==> src/rtl/pipeline_pkg.sv <==
// Shared definitions for the 5-stage MIPS pipeline: control bundle,
// ALU operation classes, the architectural zero register and the bubble.
package pipeline_pkg;

  localparam logic [4:0] REG_ZERO = 5'd0;

  typedef enum logic [1:0] {
    ALU_ADD   = 2'b00,  // loads/stores: address add
    ALU_SUB   = 2'b01,  // branches: compare by subtract
    ALU_RTYPE = 2'b10,  // R-type: funct field selects the operation
    ALU_IMM   = 2'b11   // immediate arithmetic/logic
  } alu_op_e;

  typedef struct packed {
    logic    reg_write;
    logic    mem_read;
    logic    mem_write;
    logic    mem_to_reg;
    logic    alu_src;
    logic    reg_dst;
    alu_op_e alu_op;
  } ctrl_t;

  // A bubble is an instruction with every control bit cleared: it writes
  // nothing, touches no memory and never looks like a forwarding source.
  localparam ctrl_t CTRL_BUBBLE = '0;

endpackage

==> src/rtl/id_ex_stage_load_use_detect.sv <==
// Load-use hazard detector: the load in EX produces a register that the
// instruction in ID reads, so the value is not available in time even with
// forwarding. Loads into $0 never stall since $0 is hard-wired to zero.
module load_use_detect
  import pipeline_pkg::*;
(
  input  logic       ex_mem_read,
  input  logic [4:0] ex_rt,
  input  logic [4:0] id_rs,
  input  logic [4:0] id_rt,
  output logic       hazard
);

  assign hazard = ex_mem_read && (ex_rt != REG_ZERO) &&
                  ((ex_rt == id_rs) || (ex_rt == id_rt));

endmodule

==> src/rtl/id_ex_stage.sv <==
// ID/EX pipeline register with built-in load-use bubble insertion, branch
// flush and a free-running (wrapping) count of inserted stall bubbles.
module id_ex_stage
  import pipeline_pkg::*;
#(
  parameter int WIDTH     = 32,
  parameter int CNT_WIDTH = 32
) (
  input  logic                 clk,
  input  logic                 rst,
  input  logic                 Flush,
  input  logic [4:0]           ID_rs,
  input  logic [4:0]           ID_rt,
  input  logic [4:0]           ID_rd,
  input  logic                 ID_RegWrite,
  input  logic                 ID_MemRead,
  input  logic                 ID_MemWrite,
  input  logic                 ID_MemtoReg,
  input  logic                 ID_ALUSrc,
  input  logic                 ID_RegDst,
  input  logic [1:0]           ID_ALUOp,
  input  logic [WIDTH-1:0]     ID_ReadData1,
  input  logic [WIDTH-1:0]     ID_ReadData2,
  input  logic [WIDTH-1:0]     ID_Imm,
  input  logic [WIDTH-1:0]     ID_PC4,
  output logic [4:0]           EX_rs,
  output logic [4:0]           EX_rt,
  output logic [4:0]           EX_rd,
  output logic                 EX_RegWrite,
  output logic                 EX_MemRead,
  output logic                 EX_MemWrite,
  output logic                 EX_MemtoReg,
  output logic                 EX_ALUSrc,
  output logic                 EX_RegDst,
  output logic [1:0]           EX_ALUOp,
  output logic [WIDTH-1:0]     EX_ReadData1,
  output logic [WIDTH-1:0]     EX_ReadData2,
  output logic [WIDTH-1:0]     EX_Imm,
  output logic [WIDTH-1:0]     EX_PC4,
  output logic                 Stall,
  output logic [CNT_WIDTH-1:0] StallCount
);

  ctrl_t                id_ctrl;
  ctrl_t                ctrl_p1;
  logic [4:0]           rs_p1, rt_p1, rd_p1;
  logic [WIDTH-1:0]     rd1_p1, rd2_p1, imm_p1, pc4_p1;
  logic [CNT_WIDTH-1:0] cnt;
  logic                 hazard;
  logic                 bubble;

  assign id_ctrl = '{
    reg_write:  ID_RegWrite,
    mem_read:   ID_MemRead,
    mem_write:  ID_MemWrite,
    mem_to_reg: ID_MemtoReg,
    alu_src:    ID_ALUSrc,
    reg_dst:    ID_RegDst,
    alu_op:     alu_op_e'(ID_ALUOp)
  };

  load_use_detect u_detect (
    .ex_mem_read (ctrl_p1.mem_read),
    .ex_rt       (rt_p1),
    .id_rs       (ID_rs),
    .id_rt       (ID_rt),
    .hazard      (hazard)
  );

  // A taken branch squashes the ID instruction, which makes any hazard it
  // would have caused moot, so Flush masks the stall request.
  assign Stall  = hazard && !Flush;
  assign bubble = Flush || hazard;

  // ---- ID -> EX boundary ----
  // Pipeline register: bubble on flush or load-use, otherwise capture ID.
  // Register numbers are cleared too so a bubble never matches forwarding.
  always_ff @(posedge clk or posedge rst) begin
    if (rst) begin
      ctrl_p1 <= CTRL_BUBBLE;
      rs_p1   <= '0;
      rt_p1   <= '0;
      rd_p1   <= '0;
      rd1_p1  <= '0;
      rd2_p1  <= '0;
      imm_p1  <= '0;
      pc4_p1  <= '0;
    end else if (bubble) begin
      ctrl_p1 <= CTRL_BUBBLE;
      rs_p1   <= '0;
      rt_p1   <= '0;
      rd_p1   <= '0;
      rd1_p1  <= '0;
      rd2_p1  <= '0;
      imm_p1  <= '0;
      pc4_p1  <= '0;
    end else begin
      ctrl_p1 <= id_ctrl;
      rs_p1   <= ID_rs;
      rt_p1   <= ID_rt;
      rd_p1   <= ID_rd;
      rd1_p1  <= ID_ReadData1;
      rd2_p1  <= ID_ReadData2;
      imm_p1  <= ID_Imm;
      pc4_p1  <= ID_PC4;
    end
  end

  // Stall-bubble counter; wraps naturally at 2^CNT_WIDTH.
  always_ff @(posedge clk or posedge rst) begin
    if (rst) begin
      cnt <= '0;
    end else if (Stall) begin
      cnt <= cnt + 1'b1;
    end
  end

  assign EX_rs        = rs_p1;
  assign EX_rt        = rt_p1;
  assign EX_rd        = rd_p1;
  assign EX_RegWrite  = ctrl_p1.reg_write;
  assign EX_MemRead   = ctrl_p1.mem_read;
  assign EX_MemWrite  = ctrl_p1.mem_write;
  assign EX_MemtoReg  = ctrl_p1.mem_to_reg;
  assign EX_ALUSrc    = ctrl_p1.alu_src;
  assign EX_RegDst    = ctrl_p1.reg_dst;
  assign EX_ALUOp     = ctrl_p1.alu_op;
  assign EX_ReadData1 = rd1_p1;
  assign EX_ReadData2 = rd2_p1;
  assign EX_Imm       = imm_p1;
  assign EX_PC4       = pc4_p1;
  assign StallCount   = cnt;

endmodule

==> config.mk <==
export PLATFORM = sky130hd
export DESIGN_NAME = id_ex_stage
export DESIGN_NICKNAME = d
export VERILOG_FILES = /design/src/rtl/pipeline_pkg.sv /design/src/rtl/id_ex_stage_load_use_detect.sv /design/src/rtl/id_ex_stage.sv
export SDC_FILE = /design/constraint.sdc
export NUM_CORES = 1
export LEC_CHECK = 0
export ABC_CLOCK_PERIOD_IN_PS = 8200
export BUFFER_PORTS_ARGS = -buffer_cell sky130_fd_sc_hd__buf_4
export CAP_MARGIN = 20
export CORE_AREA = 5 5 130 132
export DETAILED_ROUTE_END_ITERATION = 12
export DIE_AREA = 0 0 135 137
export HOLD_SLACK_MARGIN = 0.08
export PLACE_DENSITY = 0.75
export SLEW_MARGIN = 5
export SYNTH_ARGS = -nofsm -noshare
export SYNTH_HDL_FRONTEND = slang
export SYNTH_SLANG_ARGS = --single-unit
==> constraint.sdc <==
create_clock -name clk -period 8.2 [get_ports clk]
set_input_delay 0.41 -clock clk [delete_from_list [all_inputs] [get_ports clk]]
set_output_delay 0.41 -clock clk [all_outputs]
set_load 0.02 [all_outputs]
**After elaboration in Yosys (flattened, before gate mapping)**

Index checks and enable logic that the tools add are counted.

- Add/subtract/negate cells: 1
- Eq/ne operators: 2
- Multiplexer cells: 8
- Reductions and logical operators: 7

Operators by type and width:

| operator | count |
|---|---|
| 32-bit two-way mux | 4 |
| 32-bit by 1-bit adder with 32-bit output (second input constant) | 1 |
| 5-bit two-way mux | 3 |
| 5-bit equality test | 2 |
| 8-bit two-way mux | 1 |
| 5-bit nonzero test | 1 |
| 1-bit logical AND | 3 |
| 1-bit logical OR | 2 |
| 1-bit logical NOT | 1 |

- Bits in registers: 183
- Output and inout bits: 184
- Logic and storage cells: 33

**Logic depth before layout (Yosys ltp)**

Gate-level depths: netlist (run 1).

- Word-level depth: 5
- Depth in mapped cells: 8
- Depth with buffers taken out: 6

**Modules after synthesis**

A second synthesis (run 1) with hierarchy kept.

- Cells, all modules: 463
- Area total of the unflattened synthesis: 6372.4 um^2

Modules (own cells, without submodules):

| module | instances | cells each | area each (um^2) |
|---|---|---|---|
| id_ex_stage | 1 | 446 | 6247.2 |
| load_use_detect | 1 | 17 | 125.1 |

**Worst setup path before layout (run 1)**

OpenSTA, ideal clock, no wires.

- Path type: register to register
- Start point: register rt_p1[0] (netlist: EX_rt[0])
- End point: register imm_p1[11] (netlist: EX_Imm[11])
- Data arrival time: 2059 ps
- Required time: 8134 ps
- Path slack: 6075 ps
- Stages on the path, launching flop included: 8
- Path buffers: 2
- Path through: dfrtp_1 -> or4_1 -> o21a_1 -> and2_1 -> nor2_2 -> buf_2 -> clkbuf_1 -> and2_1

- Cells in the longest elaborated chain, start to end: 5
- Elaborated cells on any way between the ends: 8

Ends and longest elaborated chain:

| item | line | text |
|---|---|---|
| from (decl) | id_ex_stage.sv:46 | `logic [4:0] rs_p1, rt_p1, rd_p1;` |
| from (signal assigned) | id_ex_stage.sv:100 | `rt_p1 <= ID_rt;` |
| 5-bit equality test or 5-bit nonzero test (tied branches) | id_ex_stage_load_use_detect.sv:15, id_ex_stage_load_use_detect.sv:14 |  |
| 1-bit logical OR or 1-bit logical AND (tied branches) | id_ex_stage_load_use_detect.sv:15, id_ex_stage_load_use_detect.sv:14 |  |
| 1-bit logical AND * | id_ex_stage_load_use_detect.sv:14 | `assign hazard = ex_mem_read && (ex_rt != REG_ZERO) &&` |
| 1-bit logical OR * | id_ex_stage.sv:73 | `assign bubble = Flush \|\| hazard;` |
| 32-bit two-way mux * | id_ex_stage.sv:88 | `end else if (bubble) begin` |
| to (signal assigned) | id_ex_stage.sv:104 | `imm_p1 <= ID_Imm;` |
| to (decl) | id_ex_stage.sv:47 | `logic [WIDTH-1:0] rd1_p1, rd2_p1, imm_p1, pc4_p1;` |

Every way passes the cells marked *; elsewhere a longest branch is shown, timed or not.
A chain may end at the register's enable or synchronous reset.

**Final worst setup path (run 1)**

- Start point: register rt_p1[0] (netlist: EX_rt[0])
- End point: register pc4_p1[25] (netlist: EX_PC4[25])

- Cells in the longest elaborated chain, start to end: 5
- Elaborated cells on any way between the ends: 8

Ends and longest elaborated chain:

| item | line | text |
|---|---|---|
| 5-bit equality test or 5-bit nonzero test (tied branches) | id_ex_stage_load_use_detect.sv:15, id_ex_stage_load_use_detect.sv:14 |  |
| 1-bit logical OR or 1-bit logical AND (tied branches) | id_ex_stage_load_use_detect.sv:15, id_ex_stage_load_use_detect.sv:14 |  |
| 1-bit logical AND * | id_ex_stage_load_use_detect.sv:14 |  |
| 1-bit logical OR * | id_ex_stage.sv:73 |  |
| 32-bit two-way mux * | id_ex_stage.sv:88 |  |
| to (signal assigned) | id_ex_stage.sv:87 | `pc4_p1 <= '0;` |
| to (signal assigned) | id_ex_stage.sv:96 | `pc4_p1 <= '0;` |
| to (signal assigned) | id_ex_stage.sv:105 | `pc4_p1 <= ID_PC4;` |
| to (decl) | id_ex_stage.sv:47 |  |

Marks and branches as above.

==> run_results.csv, run 1 <==
group,metric,value,unit
logic_synthesis,yosysSeqAreaShare,70.5,%
drt,vias_per_cell,4.51,
clock_tree,clkSinkCount,183,
logic_synthesis,ys_seq_elements,183,
place,dp_hpwl,14000,µm
clock_tree,post_cts_resize_count,0,
timing,rsz0062_at_grt,"false",
timing,hold_viol,0,
critical_path,rr_startpoint,"EX_rt[0]$_DFF_PP0_",
critical_path,max_stage_delay,730,ps
logic_synthesis,synthTopCellsByArea,"dfrtp_1, and2_1, xnor2_1",
clock_tree,clk_path_buf_depth,2,
drt,dr.pass1.iters,4,
floorplanning,std_cell_rows,46,
timing,fin_crit_sh,39.1,%
global_route,first_global_vias,5146,
floorplanning,ios,338,
logic_synthesis,syn_area_per_cell,13.4,µm²
clock_tree,clk_pin_slew,70,ps
critical_path,crit_chain,"or4_1, o21a_1, and2_1, nor2_4, buf_4, and2_1",
worst_hold_path,hold_class,"input port to register",
global_route,grt_pass1_wl,27400,µm
job,drv_cap,0,
logic_synthesis,syn_inst,483,
floorplanning,initial_core_util,41.6,%
layout,area_delta_synth_final,52.1,%
drt,drt-total-wl,18300,µm
clock_tree,cts_tree,"done",
floorplanning,die_area,18500,µm²
power,total_power,2040,µW
clock_tree,numCtsBuffers,17,
worst_hold_path,worstHoldEndpoint,"EX_Imm[20]$_DFF_PP0_",
place,dpl-instance-area,9250,µm²
layout,nets,979,
timing,fmax,0.312,GHz
logic_synthesis,synth_cell_types,33,
layout,antenna_cells,0,
critical_path,worst_r2r_endpoint,"EX_PC4[25]$_DFF_PP0_",
drt,postRouteAntennaNets,0,
logic_synthesis,syn_nets,638,
worst_hold_path,min_path_cells,2,
drt,drtIter0Drc,192,
timing,fin_crit,3210,ps
drt,vias,4752,
logic_synthesis,synth-edff-count,0,
layout,final_layout_size_suffix_gt1_share,45.5,%
logic_synthesis,synth_area,6490,µm²
place,numPortBuffers,337,
critical_path,crit_top_cell,"and2_1",
critical_path,cp_slowest_cell,"buf_4",
critical_path,startpoint_type,"register",
timing,relSlewSlack,48.4,%
timing,clock-skew-final,5.80,ps
timing,maxSlewViolCount,0,
critical_path,crit_path_end_kind,"register",
timing,worstMarginPinSlew,774,ps
timing,finalSetupViolCount,0,
global_route,grt-ovfl-total,0,
global_route,globalRouteTotalUtil,19.6,%
floorplanning,die_y,137,µm
logic_synthesis,synth_flop_cell,"dfrtp_1",
outcome,outcome,"completed",
floorplanning,die_w,135,µm
critical_path,path_class,"register to register",
critical_path,required,8550,ps
global_route,grt_max_degree,122,
timing,finalSetupTns,0,ps
logic_synthesis,synthArstFlopShare,100,%
clock_tree,clock-root-buffer,"clkbuf_16",
logic_synthesis,yosysTopAreaCell,"dfrtp_1",
logic_synthesis,yosysMostFrequentCell,"dfrtp_1",
critical_path,cp_max_fo,105,
logic_synthesis,synth_top_area_share,70.5,%
power,leakage,0.00516,µW
place,gp_congestion,0.821,
layout,design_area,9880,µm²
clock_tree,post_cts_buffers,0,
critical_path,crit_arrival,3550,ps
clock_tree,clk_latency,420,ps
critical_path,r2r_setup_slack,4990,ps
power,vdd_drop_max,136,µV
power,powerDensity,206,nW/µm²
logic_synthesis,synth_common_cells,"dfrtp_1, and2_1, xnor2_1, clkbuf_1, xor2_1",
global_route,antenna_found_initial,0,
drt,drcViolationCount,0,
critical_path,r2r_cells,6,
drt,avgRoutedWirePerCell,17.4,µm
floorplanning,coreArea,15600,µm²
worst_hold_path,hold_path_startpoint,"ID_Imm[20]",
logic_synthesis,yosys_warnings,0,
clock_tree,h-tree-depth,4,
==> power by group <==
part | internal (µW) | switching, µW | total (µW)
Clock | 470 | 346 | 816
Combinational | 127 | 131 | 258
Sequential | 945 | 17.0 | 962
Total | 1540 | 494 | 2040
==> metrics by stage <==
step                      setup WS (ps)  utilization [%]  instances  hold slack [ps]
after CTS                          5000             63.1       1051              176
after floorplan                    2820                -        483              539
after detailed placement           4990             59.3       1019              482
final                              4990             63.4       1053              197
after global placement             5110             59.3       1019              463
after global routing               4720             63.4       1053              181
==> kinds of logic (layout without fill, tap and decap cells) <==
group / Yosys count / count (layout) / synth area share, %
AOI/OAI and AO/OA: 2 / 2 / 0.212
xor gates and xnor gates: 41 / 41 / 5.53
adders and majority gates: 1 / 1 / 0.193
buffers and inverters: 21 / 375 / 1.23
DFF: 183 / 183 / 70.5
muxes: 1 / 1 / 0.173
and+or+nand+nor: 234 / 234 / 22.2
==> worst max-delay path, delay by kind of cell, from the launching register on <==
family,cells,cell delay [ps]
buffers and inverters,1,730
flip-flops,1,430
AND/OR/NAND/NOR,4,1690
AO/OA/AOI/OAI,1,210
==> final cells by class <==
type                            instances  area, µm²
Fill cell                            1204       5720
Sequential cell                       183       4580
Timing Repair Buffer                  341       2580
Multi-Input combinational cell        279       1840
Clock buffer                           20        457
Tap cell                              216        270
Clock inverter                         12        140
Inverter                                2       12.5
==> worst max-delay path by stage <==
stage | start | end | cells after the start
6_report | EX_rt[0]$_DFF_PP0_ | EX_PC4[25]$_DFF_PP0_ | 6
5_1_grt | EX_rt[0]$_DFF_PP0_ | EX_ReadData1[19]$_DFF_PP0_ | 6
4_1_cts | EX_rt[0]$_DFF_PP0_ | EX_ALUSrc$_DFF_PP0_ | 6
3_5_place_dp | EX_rt[0]$_DFF_PP0_ | EX_ReadData1[19]$_DFF_PP0_ | 6
3_3_place_gp | EX_rt[0]$_DFF_PP0_ | EX_ALUOp[0]$_DFF_PP0_ | 6
2_1_floorplan | rst | EX_ALUOp[0]$_DFF_PP0_ | 1
==> flip-flops by register name (all words and copies together) (netlist names) <==
register	count
StallCount	32
EX_PC4	32
EX_RegWrite	1
EX_Imm	32
EX_ReadData2	32
EX_rs	5
EX_rt	5
EX_ReadData1	32
EX_RegDst	1
EX_MemWrite	1
EX_MemtoReg	1
EX_MemRead	1
EX_ALUOp	2
EX_ALUSrc	1
EX_rd	5
==> what timing repair did <==
| item | in CTS | in global routing |
|---|---|---|
| hold buffers | 0 | 1 |
| endpoints found under the setup margin | 0 | 0 |
| endpoints found under the hold margin | 0 | 29 |
==> cells in the final DEF (no fill, tap or decap), types with 2 or more instances in the layout <==
| master | Yosys | routed |
|---|---|---|
| buf_4 | 0 | 339 |
| dfrtp_1 | 183 | 183 |
| and2_1 | 153 | 153 |
| xnor2_1 | 23 | 23 |
| xor2_1 | 18 | 18 |
| nand2_1 | 17 | 17 |
| clkbuf_16 | 0 | 17 |
| nand3_1 | 11 | 11 |
| nor3_1 | 11 | 11 |
| nor2_1 | 10 | 10 |
| nand4_1 | 8 | 8 |
| inv_6 | 0 | 5 |
| nor4_1 | 4 | 4 |
| and3_1 | 3 | 3 |
| clkinvlp_4 | 0 | 3 |
| or4_1 | 2 | 2 |
| nand4_4 | 2 | 2 |
| clkinv_4 | 0 | 2 |
| bufinv_16 | 0 | 2 |
| clkbuf_8 | 0 | 2 |
==> routing by layer <==
metal	vias to the layer above	wire length, µm	global-route usage, %
li1	2220	-	-
met1	2275	6440	21.7
met5	-	0	0
met2	223	9420	33.1
met4	0	601	9.24
met3	34	1830	7.83
Note: power is estimated with default switching activity, not from simulation.
==> run 2: changes to the inputs <==
--- a/config.mk
+++ b/config.mk
@@ -5,14 +5,15 @@
 export SDC_FILE = /design/constraint.sdc
 export NUM_CORES = 1
 export LEC_CHECK = 0
-export ABC_CLOCK_PERIOD_IN_PS = 8200
+export ABC_AREA = 1
+export ABC_CLOCK_PERIOD_IN_PS = 2600
 export BUFFER_PORTS_ARGS = -buffer_cell sky130_fd_sc_hd__buf_4
 export CAP_MARGIN = 20
-export CORE_AREA = 5 5 130 132
+export CORE_MARGIN = 5
+export CORE_UTILIZATION = 42
 export DETAILED_ROUTE_END_ITERATION = 12
-export DIE_AREA = 0 0 135 137
 export HOLD_SLACK_MARGIN = 0.08
-export PLACE_DENSITY = 0.75
+export PLACE_DENSITY = 0.76
 export SLEW_MARGIN = 5
 export SYNTH_ARGS = -nofsm -noshare
 export SYNTH_HDL_FRONTEND = slang
==> constraint.sdc (replaced) <==
create_clock -name clk -period 2.6 [get_ports clk]
set_input_delay 0.13 -clock clk [delete_from_list [all_inputs] [get_ports clk]]
set_output_delay 0.13 -clock clk [all_outputs]
set_load 0.02 [all_outputs]
==> run 2 against run 1 <==
  * Via count increased by 54%
  * Sequential share of layout area decreased by 8.9 points
  * Register-to-register slack worse by 4500 ps
  * Total power rose to 3.4 times the previous value
  * Count of clock-buffer cells in the layout down 1
  * Critical path depth grew 4
  * Critical path type is now register to output pin
  * Sequential cell count stayed put
==> run_results.csv, run 2 <==
group,metric,value,unit
timing,rsz0062_at_grt,"false",
floorplanning,initial_core_util,42.5,%
logic_synthesis,yosysSeqAreaShare,62.8,%
floorplanning,die_y,142,µm
drt,vias,7337,
clock_tree,clk_latency,430,ps
logic_synthesis,synthTopCellsByArea,"dfrtp_1, nor2_1, inv_1",
place,gp_congestion,0.929,
timing,layout_setup_ws,338,ps
floorplanning,std_cell_rows,48,
critical_path,required,2470,ps
timing,finalSetupTns,0,ps
layout,final_layout_size_suffix_gt1_share,28.7,%
logic_synthesis,synth-edff-count,0,
clock_tree,clk_path_buf_depth,2,
clock_tree,numCtsBuffers,17,
logic_synthesis,syn_nets,992,
logic_synthesis,synth_flop_cell,"dfrtp_1",
floorplanning,ios,338,
place,dp_hpwl,16100,µm
timing,finalSetupViolCount,0,
floorplanning,coreArea,17200,µm²
logic_synthesis,syn_area_per_cell,8.72,µm²
clock_tree,clock-root-buffer,"clkbuf_16",
global_route,grt_pass1_wl,40800,µm
drt,dr.pass1.iters,5,
global_route,grt_max_degree,94,
floorplanning,die_w,142,µm
clock_tree,clkSinkCount,183,
timing,clock-skew-final,14.4,ps
logic_synthesis,synth_top_area_share,62.8,%
job,drv_cap,0,
layout,design_area,12200,µm²
layout,area_delta_synth_final,67.4,%
drt,postRouteAntennaNets,0,
drt,avgRoutedWirePerCell,16.8,µm
logic_synthesis,syn_inst,837,
layout,nets,1478,
drt,drt-total-wl,26200,µm
logic_synthesis,yosysTopAreaCell,"dfrtp_1",
layout,final_cell_mix,"buf_4, nor2_1, inv_1",
logic_synthesis,yosysMostFrequentCell,"nor2_1",
worst_hold_path,hold_class,"input port to async pin",
timing,worst_hold_slack,426,ps
critical_path,crit_path_end_kind,"output pin",
timing,fmax,0.442,GHz
clock_tree,h-tree-depth,4,
timing,fin_crit,2260,ps
place,pre_cts_ws,414,ps
drt,drcViolationCount,0,
logic_synthesis,yosys_warnings,0,
global_route,globalRouteTotalUtil,26.3,%
timing,worstMarginPinSlew,550,ps
drt,drtIter0Drc,346,
logic_synthesis,synth_area,7300,µm²
power,vdd_drop_max,473,µV
timing,relSlewSlack,63.3,%
global_route,first_global_vias,7850,
critical_path,cp_max_fo,53,
floorplanning,die_area,20100,µm²
place,numPortBuffers,337,
power,leakage,0.00681,µW
global_route,grt-ovfl-total,0,
layout,final_common_cell,"buf_4",
logic_synthesis,synthArstFlopShare,100,%
outcome,outcome,"completed",
logic_synthesis,synth_cell_types,19,
global_route,antenna_found_initial,4,
timing,hold_viol,0,
critical_path,startpoint_type,"register",
drt,vias_per_cell,4.69,
logic_synthesis,synth_common_cells,"nor2_1, inv_1, dfrtp_1, nand2_1, nand4_1",
timing,fin_crit_sh,87.0,%
clock_tree,cts_tree,"done",
logic_synthesis,ys_seq_elements,183,
critical_path,crit_arrival,2130,ps
critical_path,path_class,"register to output pin",
place,dpl-instance-area,10100,µm²
power,powerDensity,563,nW/µm²
timing,maxSlewViolCount,0,
clock_tree,clk_pin_slew,70,ps
run 2: cell count changes after synthesis, moves of 11 or more:
| cell | previous run | this run |
|---|---|---|
| inv_1 | 2 | 195 |
| nand4_1 | 8 | 40 |
| nand3_1 | 11 | 32 |
| nand2_1 | 17 | 135 |
| xor2_1 | 18 | 3 |
| nor2_1 | 10 | 197 |
| xnor2_1 | 23 | 6 |
| buf_2 | 1 | 12 |
| clkbuf_1 | 18 | 3 |
| and2_1 | 153 | 0 |
run 2: area by class of cell:
class | instances | area, µm²
fillers | 1192 | 4960
diodes | 4 | 10.0
well taps | 225 | 282
flip-flops and latches | 183 | 4580
clock buffers | 19 | 443
clock inverters | 12 | 164
multi-input cells | 424 | 1820
inverters | 201 | 758
repair buffers | 496 | 4160
run 2: stage by stage:
| stage | instances | power, µW | util (%) |
|---|---|---|---|
| floorplan | 837 | 3500 | - |
| global placement | 1376 | 3980 | 58.5 |
| detailed placement | 1376 | 3990 | 58.5 |
| CTS | 1560 | 6870 | 71.0 |
| global route | 1564 | 7110 | 71.1 |
| finish | 1564 | 6880 | 71.1 |
run 2: worst max-delay path, stage by stage, from the launching register on:
cell and delay (ps):
dfrtp_1 420, inv_2 70, nand2_1 70, nand2_1 50
nor2_1 110, nand3_1 100, nand2_2 90, buf_6 330
nand3_4 230, inv_1 100, buf_4 140
run 2: timing repair:
action / 4_1_cts / 5_1_grt
pin swaps: 0 / 0
setup buffers: 0 / 0
resized for setup: 1 / 2
endpoints found under the setup margin: 1 / 1
hold buffers: 153 / 0
endpoints found under the hold margin: 337 / 0
run 2: final timing paths:
kind	from	end	slack, ps	cells past startpoint
worst min-delay path	rst	EX_rd[1]$_DFF_PP0_	430	4
min in group clk	ID_PC4[1]	EX_PC4[1]$_DFF_PP0_	470	4
max in group asynchronous	rst	EX_PC4[6]$_DFF_PP0_	1750	4
worst max-delay path	EX_rt[2]$_DFF_PP0_	Stall	340	10
worst max register to register	EX_rt[2]$_DFF_PP0_	EX_Imm[11]$_DFF_PP0_	490	8
worst min register to register	StallCount[29]$_DFFE_PP0P_	StallCount[29]$_DFFE_PP0P_	500	2
run 2: power by group:
group          switching, µW  total, µW  internal, µW
combinational            588       1130           542
clock                   1160       2710          1550
sequential              64.2       3040          2980
run 2: cell families (layout without fill, tap and decap cells):
family                   after synthesis  after routing  synth area share [%]
AND/OR/NAND/NOR                      412            412                  23.3
buffers and inverters                230            728                  12.6
flip-flops                           183            183                  62.8
XOR/XNOR                               9              9                  1.08
AO/OA/AOI/OAI                          2              2                 0.137
adder cells (fa/ha/maj)                1              1                 0.171
other                                  0              4                     0
run 2: per-layer routing:
metal / global-route usage [%] / vias to the layer above / part of all wire, %
li1: - / 3410 / -
met1: 28.2 / 3503 / 34
met2: 46.4 / 342 / 53
met3: 9.10 / 82 / 9.3
met4: 12.6 / 0 / 4.1
met5: 0 / - / 0
==> run 3: changes to the inputs <==
--- a/config.mk
+++ b/config.mk
@@ -5,15 +5,14 @@
 export SDC_FILE = /design/constraint.sdc
 export NUM_CORES = 1
 export LEC_CHECK = 0
-export ABC_AREA = 1
 export ABC_CLOCK_PERIOD_IN_PS = 2600
 export BUFFER_PORTS_ARGS = -buffer_cell sky130_fd_sc_hd__buf_4
 export CAP_MARGIN = 20
 export CORE_MARGIN = 5
-export CORE_UTILIZATION = 42
+export CORE_UTILIZATION = 41
 export DETAILED_ROUTE_END_ITERATION = 12
 export HOLD_SLACK_MARGIN = 0.08
-export PLACE_DENSITY = 0.76
+export PLACE_DENSITY = 0.77
 export SLEW_MARGIN = 5
 export SYNTH_ARGS = -nofsm -noshare
 export SYNTH_HDL_FRONTEND = slang
==> run 3 against run 2 <==
  * Sequential cell count did not move
  * Global-route usage is 2.1 points lower
  * Fmax is 2.1% lower
  * Clock power grew 7%
  * Setup slack lost 50 ps
  * Critical path depth is 5 lower
  * Sequential power about the same
  * Die area shrank 8.2%
  * Count of clock-buffer cells in the layout unchanged
  * First-iteration DRC count fell by 21%
  * Critical endpoint unchanged
==> run_results.csv, run 3 (synthesized netlist as in run 1, its figures left out) <==
group,metric,value,unit
clock_tree,clk_path_buf_depth,2,
global_route,antenna_found_initial,2,
timing,fin_crit,2310,ps
layout,final_cell_mix,"buf_4, dfrtp_1, and2_1",
drt,postRouteAntennaNets,0,
layout,design_area,11500,µm²
floorplanning,coreArea,15700,µm²
power,intPower,5310,µW
timing,worstMarginPinSlew,543,ps
place,gp_congestion,0.836,
drt,wl_met1,7700,µm
critical_path,required,2470,ps
power,p_seq_share,43.6,%
timing,maxSlewViolCount,0,
layout,final_layout_size_suffix_gt1_share,39.0,%
drt,drt-total-wl,22100,µm
layout,final_common_cell,"buf_4",
floorplanning,initial_core_util,41.3,%
floorplanning,die_y,136,µm
drt,met3WireLength,1840,µm
power,p_sw_share,23.9,%
global_route,grt_pass1_wl,34000,µm
power,clock_power_share,41.6,%
critical_path,cp_max_fo,14,
drt,dr.pass1.iters,4,
worst_hold_path,hold_path_startpoint,"Flush",
clock_tree,cts_tree,"done",
global_route,globalRouteTotalUtil,24.3,%
critical_path,crit_start,"EX_rt[0]$_DFF_PP0_",
worst_hold_path,hold_class,"input port to register",
clock_tree,clk_pin_slew,70,ps
layout,fill_cells,977,
drt,dr_wl_met2,11900,µm
critical_path,max_stage_delay,530,ps
drt,drtIter0Drc,274,
place,numPortBuffers,337,
clock_tree,clk_latency,430,ps
critical_path,crit_path_end_kind,"output pin",
outcome,outcome,"completed",
floorplanning,die_w,136,µm
place,dp_hpwl,13500,µm
clock_tree,h-tree-depth,4,
timing,fmax,0.433,GHz
clock_tree,clock-root-buffer,"clkbuf_16",
critical_path,rr_startpoint,"StallCount[3]$_DFFE_PP0P_",
power,leakage,0.00585,µW
critical_path,startpoint_type,"register",
timing,finalSetupViolCount,0,
global_route,first_global_vias,6272,
drt,avgRoutedWirePerCell,18.2,µm
timing,finalSetupTns,0,ps
critical_path,crit_arrival,2180,ps
power,powerDensity,606,nW/µm²
power,vdd_drop_max,417,µV
critical_path,cp_slowest_cell,"or4_1",
critical_path,path_class,"register to output pin",
timing,hold_viol,0,
clock_tree,post_cts_buffers,0,
timing,relSlewSlack,63.8,%
layout,area_delta_synth_final,77.4,%
place,dpl-instance-area,9330,µm²
layout,final_util,73.3,%
clock_tree,clkSinkCount,183,
power,pwr-share-comb,14.8,%
drt,drcViolationCount,0,
clock_tree,numCtsBuffers,17,
floorplanning,std_cell_rows,46,
floorplanning,ios,338,
drt,vias,5523,
power,power.switching,1670,µW
global_route,grt-ovfl-total,0,
drt,vias_per_cell,4.56,
timing,clock-skew-final,24.1,ps
job,drv_cap,0,
critical_path,crit_chain,"or4_1, o21a_1, nand2_2, nor2_1, buf_4",
floorplanning,die_area,18500,µm²
timing,fin_crit_sh,88.9,%
layout,nets,1133,
drt,dr.max_layer_used,"met4",
global_route,grt_max_degree,102,
timing,rsz0062_at_grt,"false",
## run 3: per-layer routing
layer  GRT usage (%)  vias to the layer above
met3            7.40                       50
met1            26.4                     2701
li1                -                     2525
met4            10.4                        0
met2            43.8                      247
met5               0                        -
## run 3: worst paths after layout
check                                             end  slack, ps  cells past startpoint
max                                             Stall        290                      5
min                        StallCount[22]$_DFFE_PP0P_        160                      3
max reg2reg                StallCount[30]$_DFFE_PP0P_        380                      6
min reg2reg                StallCount[31]$_DFFE_PP0P_        470                      1
max in group asynchronous  StallCount[18]$_DFFE_PP0P_       1710                      4
min in group asynchronous  EX_ReadData1[21]$_DFF_PP0_        440                      4
## run 3: per-stage QoR
| stage | cells | setup WS (ps) | hold WS (ps) | power [µW] |
|---|---|---|---|---|
| floorplan | 483 | 119 | 259 | 3440 |
| CTS | 1207 | 89.3 | 136 | 6990 |
| detailed placement | 1023 | 414 | 324 | 3920 |
| finish | 1210 | 288 | 158 | 6980 |
| global route | 1209 | 160 | 158 | 7220 |
| global placement | 1023 | 450 | 319 | 3900 |
## run 3: timing repair
item                                    in CTS  in global routing
hold buffers                               152                  0
resized for setup                            0                  1
endpoints found under the setup margin       0                  1
endpoints found under the hold margin      334                  0
## run 3: cell type report
| type | instances | area [µm²] | share of cell area, % |
|---|---|---|---|
| Tap cell | 216 | 270 | 2.35 |
| Inverter | 2 | 11.3 | 0.0977 |
| Multi-Input combinational cell | 279 | 1840 | 16.0 |
| Clock inverter | 13 | 211 | 1.84 |
| Timing Repair Buffer | 495 | 4150 | 36.0 |
| Antenna cell | 3 | 7.51 | 0.0652 |
| Sequential cell | 183 | 4580 | 39.7 |
| Clock buffer | 19 | 453 | 3.93 |
## run 3: worst max-delay path: cells and delay by family (launching register included)
kind / cells / cell delay, ps
AND/OR/NAND/NOR: 3 / 920
flip-flops: 1 / 430
AO/OA/AOI/OAI: 1 / 210
buffers and inverters: 1 / 180
## run 3: power groups by stage
| stage | Combinational [µW] | Clock [µW] | Sequential (µW) |
|---|---|---|---|
| 6_report | 1040 | 2900 | 3040 |
| 3_3_place_gp | 820 | 0 | 3080 |
| 3_5_place_dp | 830 | 0 | 3090 |
| 4_1_cts | 1020 | 2930 | 3030 |
| 2_1_floorplan | 181 | 0 | 3260 |
| 5_1_grt | 1110 | 3060 | 3050 |
